===== src/rtl/mcpu_gen.sv =====
// Minimal accumulator CPU: NOR / ADD / STA / JCC over a ready-handshaked memory bus.
// Bus outputs are decoded directly from the current state and registers.
module mcpu_gen #(
  parameter int ADDR_W      = 6,
  parameter int HALT_DETECT = 1
) (
  input  logic              clk,
  input  logic              rst,
  input  logic [ADDR_W+1:0] datain,
  output logic [ADDR_W+1:0] dataout,
  output logic [ADDR_W-1:0] adress,
  output logic              oe,
  output logic              we,
  input  logic              mem_ready,
  output logic              halt
);
  localparam int DATA_W = ADDR_W + 2;

  typedef enum logic [2:0] {
    S_FETCH  = 3'd0,
    S_DECODE = 3'd1,
    S_READ   = 3'd2,
    S_WRITE  = 3'd3,
    S_HALT   = 3'd4
  } state_t;

  state_t              state_q, state_d;
  logic [ADDR_W-1:0]   pc_q, pc_d;
  logic [DATA_W-1:0]   acc_q, acc_d;
  logic [DATA_W-1:0]   ir_q, ir_d;
  logic                carry_q, carry_d;

  logic [1:0]          op;
  logic [ADDR_W-1:0]   ir_addr;
  logic [ADDR_W-1:0]   pc_prev;
  logic [DATA_W:0]     sum;

  assign op      = ir_q[DATA_W-1 -: 2];
  assign ir_addr = ir_q[ADDR_W-1:0];
  // pc already points past the JCC, so a self-jump targets pc-1
  assign pc_prev = pc_q - ADDR_W'(1);
  assign sum     = {1'b0, acc_q} + {1'b0, datain};
  assign dataout = acc_q;

  always_ff @(posedge clk or posedge rst) begin
    if (rst) begin
      state_q <= S_FETCH;
      pc_q    <= '0;
      acc_q   <= '0;
      ir_q    <= '0;
      carry_q <= 1'b0;
    end else begin
      state_q <= state_d;
      pc_q    <= pc_d;
      acc_q   <= acc_d;
      ir_q    <= ir_d;
      carry_q <= carry_d;
    end
  end

  always_comb begin
    state_d = state_q;
    pc_d    = pc_q;
    acc_d   = acc_q;
    ir_d    = ir_q;
    carry_d = carry_q;
    case (state_q)
      S_FETCH: begin
        if (mem_ready) begin
          ir_d    = datain;
          pc_d    = pc_q + ADDR_W'(1);
          state_d = S_DECODE;
        end
      end
      S_DECODE: begin
        case (op)
          2'b00, 2'b01: state_d = S_READ;
          2'b10:        state_d = S_WRITE;
          default: begin
            if (carry_q) begin
              carry_d = 1'b0;
              state_d = S_FETCH;
            end else begin
              pc_d    = ir_addr;
              state_d = (HALT_DETECT != 0 && ir_addr == pc_prev) ? S_HALT : S_FETCH;
            end
          end
        endcase
      end
      S_READ: begin
        if (mem_ready) begin
          if (op[0]) {carry_d, acc_d} = sum;
          else       acc_d = ~(acc_q | datain);
          state_d = S_FETCH;
        end
      end
      S_WRITE: begin
        if (mem_ready) state_d = S_FETCH;
      end
      S_HALT:  state_d = S_HALT;
      default: state_d = S_FETCH;
    endcase
  end

  always_comb begin
    adress = pc_q;
    oe     = 1'b0;
    we     = 1'b0;
    halt   = 1'b0;
    case (state_q)
      S_FETCH:  oe = 1'b1;
      S_DECODE: adress = ir_addr;
      S_READ: begin
        adress = ir_addr;
        oe     = 1'b1;
      end
      S_WRITE: begin
        adress = ir_addr;
        we     = 1'b1;
      end
      S_HALT:  halt = 1'b1;
      default: ;
    endcase
  end
endmodule

===== config.mk =====
export PLATFORM = sky130hd
export DESIGN_NAME = mcpu_gen
export DESIGN_NICKNAME = d
export VERILOG_FILES = /design/src/rtl/mcpu_gen.sv
export SDC_FILE = /design/constraint.sdc
export NUM_CORES = 1
export LEC_CHECK = 0
export ABC_AREA = 1
export BUFFER_PORTS_ARGS = -buffer_cell sky130_fd_sc_hd__buf_2
export CELL_PAD_IN_SITES_DETAIL_PLACEMENT = 1
export CELL_PAD_IN_SITES_GLOBAL_PLACEMENT = 1
export CORE_MARGIN = 5
export CORE_UTILIZATION = 45
export DETAILED_ROUTE_END_ITERATION = 10
export PLACE_DENSITY = 0.82
export SLEW_MARGIN = 20
export SYNTH_ARGS = -nofsm -noshare
export SYNTH_HDL_FRONTEND = slang
export SYNTH_SLANG_ARGS = --single-unit
export TNS_END_PERCENT = 30

===== constraint.sdc =====
create_clock -name clk -period 2.35 [get_ports clk]
set_input_delay 0.1175 -clock clk [delete_from_list [all_inputs] [get_ports clk]]
set_output_delay 0.1175 -clock clk [all_outputs]
set_load 0.1 [all_outputs]

==> PnR_summary.wiki <==
{| class="wikitable"
! Metric !! Value
|-
| Cells on worst reg2reg path || 5
|-
| Top fanout value on the critical path || 12
|-
| Final cell utilization of the core || between 50% and 60%
|-
| Synthesized flop and latch total || 26
|-
| Commonest register cell after synthesis || sky130_fd_sc_hd__dfrtp_1
|-
| Net count after synthesis || 330
|-
| Initial core utilization || a little under half
|-
| Element type at the critical path start || register
|-
| Post-synth EDFFs || 0
|-
| Average cell area after synthesis || 7.028 um2
|-
| Hold path endpoint || ir_q[5]$_DFFE_PP0P_
|-
| Area delta synth->final || 11.39%
|-
| Launch point of the worst hold path || datain[5]
|-
| Global route overflow || 0
|-
| Number of buffers added to fix hold violations after cts || 1
|-
| Count of unresolved DRC violations after routing || 0
|-
| # placed instances || 377
|-
| Register-to-Register Setup Slack || 500 ps
|-
| Detailed-route wire length || 5335 um
|-
| Fraction of layout cells with a size suffix above 1 || around 16%
|-
| Reg2reg start || state_q[2]$_DFFE_PP0P_
|-
| Cell count after synthesis || 300
|-
| Upper clock frequency limit || slightly above 0.5 GHz
|-
| Cell at the root of the clock tree || sky130_fd_sc_hd__clkbuf_8
|-
| Post-CTS Repair Setup Buffers || 0
|-
| Via count of the first global-routing pass || 2093
|-
| Kind of end point of the critical path || output pin
|-
| Core region area || between 4000 and 5000 um2
|-
| Maximum number of buffers from clock root to sink || 2
|-
| Ys async rst share || between 90% and 100%
|-
| Run status || finished clean
|-
| Avg WL per Cell || 13.97 um
|-
| Cell types occupying the most area after synthesis || sky130_fd_sc_hd__dfrtp_1, sky130_fd_sc_hd__nand2_1, sky130_fd_sc_hd__ha_1
|-
| Source-to-sink clock delay at the later pin of the worst-skew pair || 270 ps
|-
| Crit path DAT || around 1800 ps
|-
| Setup slack after placement || between 500 and 600 ps
|-
| Largest net degree at the start of global routing || 27
|-
| Nets || ~360
|-
| Max cap viols || 0
|-
| Worst-case headroom to the max-slew limit || between 60 and 70%
|-
| Via/cell ratio || roughly 5.2
|-
| Final worst setup slack || roughly 400 ps
|-
| Antenna violations before repair || 0
|-
| Count of cell types in the netlist || 35
|-
| First-pass iteration count of the detailed router || 4
|-
| Category of the most critical setup path || reg -> out
|-
| Yosys top cell by area || sky130_fd_sc_hd__dfrtp_1
|-
| Area share of the largest cell type after synthesis || between 30 and 40%
|-
| Total inserted antenna cells || 0
|-
| Total global routing track utilization || between 10% and 20%
|-
| Die span in y || between 70 and 80 um
|-
| Leading cell type by number of instances after synthesis || sky130_fd_sc_hd__nand2_1
|-
| Clock Skews || between 6 and 7 ps
|-
| Tcrit/Tclk final || just over 80%
|-
| Die outline area || 6154 um2
|-
| Total count of max-transition violations in the final report || 0
|-
| Post-cts resize count || 0
|-
| Global-route wire length before repair || roughly 9500 um
|-
| Clock tree from TritonCTS || built
|-
| Worst min path class || in -> reg
|-
| Proportion of synthesized chip area in sequential cells || between 30% and 40%
|-
| Worst slew pin tran || roughly 480 ps
|-
| Number of I/O port buffers || 27
|-
| DP Wirelength || 4412 um
|-
| Total Neg Setup Slack || 0 ps
|-
| Total CTS buffers || 3
|-
| Cell count of the worst hold path || 3
|-
| Final min period || 1950 ps
|-
| Final setup viols || 0
|-
| Most frequent cells after synthesis || sky130_fd_sc_hd__nand2_1, sky130_fd_sc_hd__inv_1, sky130_fd_sc_hd__dfrtp_1
|-
| Cell area after technology mapping || around 2100 um2
|-
| Io pins || 28
|-
| Setup repair after global routing missed its margin || false
|-
| Worst-path clk slew || 90 ps
|-
| Row count || 25
|-
| Number of DRC markers after the initial detailed-route iteration || 58
|-
| Post-route non-filler standard cell count || about 380
|-
| Endpoint of the worst-slack reg-to-reg timing path || pc_q[3]$_DFFE_PP0P_
|-
| Synth warnings || 0
|-
| Number of endpoints with negative hold slack in the final report || 0
|-
| Number of nets with antenna violations after routing || 0
|-
| Total number of vias || between 1.5k and 2k
|-
| Deepest level of the CTS H-tree || 1
|-
| Placer Congestion || 0.8419
|-
| Number of clock sinks || 26
|-
| Required time at the endpoint of the critical path || between 2000 and 2500 ps
|-
| Horizontal extent of the die || about 78 um
|}
-- worst max path at each step --
stage                           start                   to  slack (ps)
3_3_place_gp   state_q[2]$_DFFE_PP0P_  pc_q[5]$_DFFE_PP0P_         630
6_report       state_q[0]$_DFFE_PP0P_            adress[5]         400
4_1_cts        state_q[0]$_DFFE_PP0P_            adress[5]         350
5_1_grt        state_q[0]$_DFFE_PP0P_            adress[2]         180
2_1_floorplan  state_q[0]$_DFFE_PP0P_            adress[0]        -710
3_5_place_dp   state_q[2]$_DFFE_PP0P_  pc_q[3]$_DFFE_PP0P_         550
-- registers in the layout, summed over array words and instances (netlist names) --
signal	flops
ir_q	8
pc_q	6
carry_q	1
state_q	3
dataout	8
-- per-stage QoR --
| stage | hold slack, ps | cell area [um2] |
|---|---|---|
| 2_1_floorplan | 157.5 | 2108 |
| 3_3_place_gp | 201.2 | 2283 |
| 3_5_place_dp | 204.1 | 2283 |
| 4_1_cts | 130.5 | 2349 |
| 5_1_grt | 139.4 | 2349 |
| 6_report | 128.8 | 2349 |
-- final cells by class --
| cell class | instances | area [um2] |
|---|---|---|
| well taps | 54 | 67.56 |
| clock buffers | 4 | 55.05 |
| multi-input cells | 215 | 1216 |
| flip-flops and latches | 26 | 650.6 |
| repair buffers | 30 | 160.2 |
| inverters | 53 | 198.9 |
| fillers | 623 | 2281 |
-- placed cells by master, fill, tap and decap left out, drive strengths merged, types with 2 or more instances in the layout --
cell,count
a21oi,11
a31oi,2
buf,29
clkbuf,4
dfrtp,26
ha,18
inv,52
nand2,83
nand3,24
nand4,3
nor2,25
o211ai,6
o21ai,31
or2,3
xnor2,2
xor2,3
-- per-layer routing --
metal / GRT usage [%] / vias to the layer above / part of all wire (%)
met5: 0 / - / 0
met4: 4.021 / 0 / 0.99
met3: 2.064 / 4 / 2.4
met2: 34.33 / 26 / 51
met1: 23.95 / 961 / 46
li1: - / 1006 / -
-- worst max-delay path, cell delays in order, from the launching register on --
cell and delay, ps:
sky130_fd_sc_hd__dfrtp_1 450, sky130_fd_sc_hd__inv_2 90, sky130_fd_sc_hd__nand2_1 90, sky130_fd_sc_hd__nand2_1 290
sky130_fd_sc_hd__nor2_1 70, sky130_fd_sc_hd__a21oi_1 120, sky130_fd_sc_hd__buf_2 440
-- kinds of logic after synthesis --
kind of cell | count (synthesis) | share of synthesized area [%]
simple gates | 138 | 27.78
buf+inv | 59 | 11.45
compound gates | 53 | 16.20
flops | 26 | 30.86
fa+ha+maj | 19 | 11.63
xor+xnor | 5 | 2.078
Power is not shown: default switching activity piles up to over one toggle a cycle in this logic, so the estimate is an artifact.
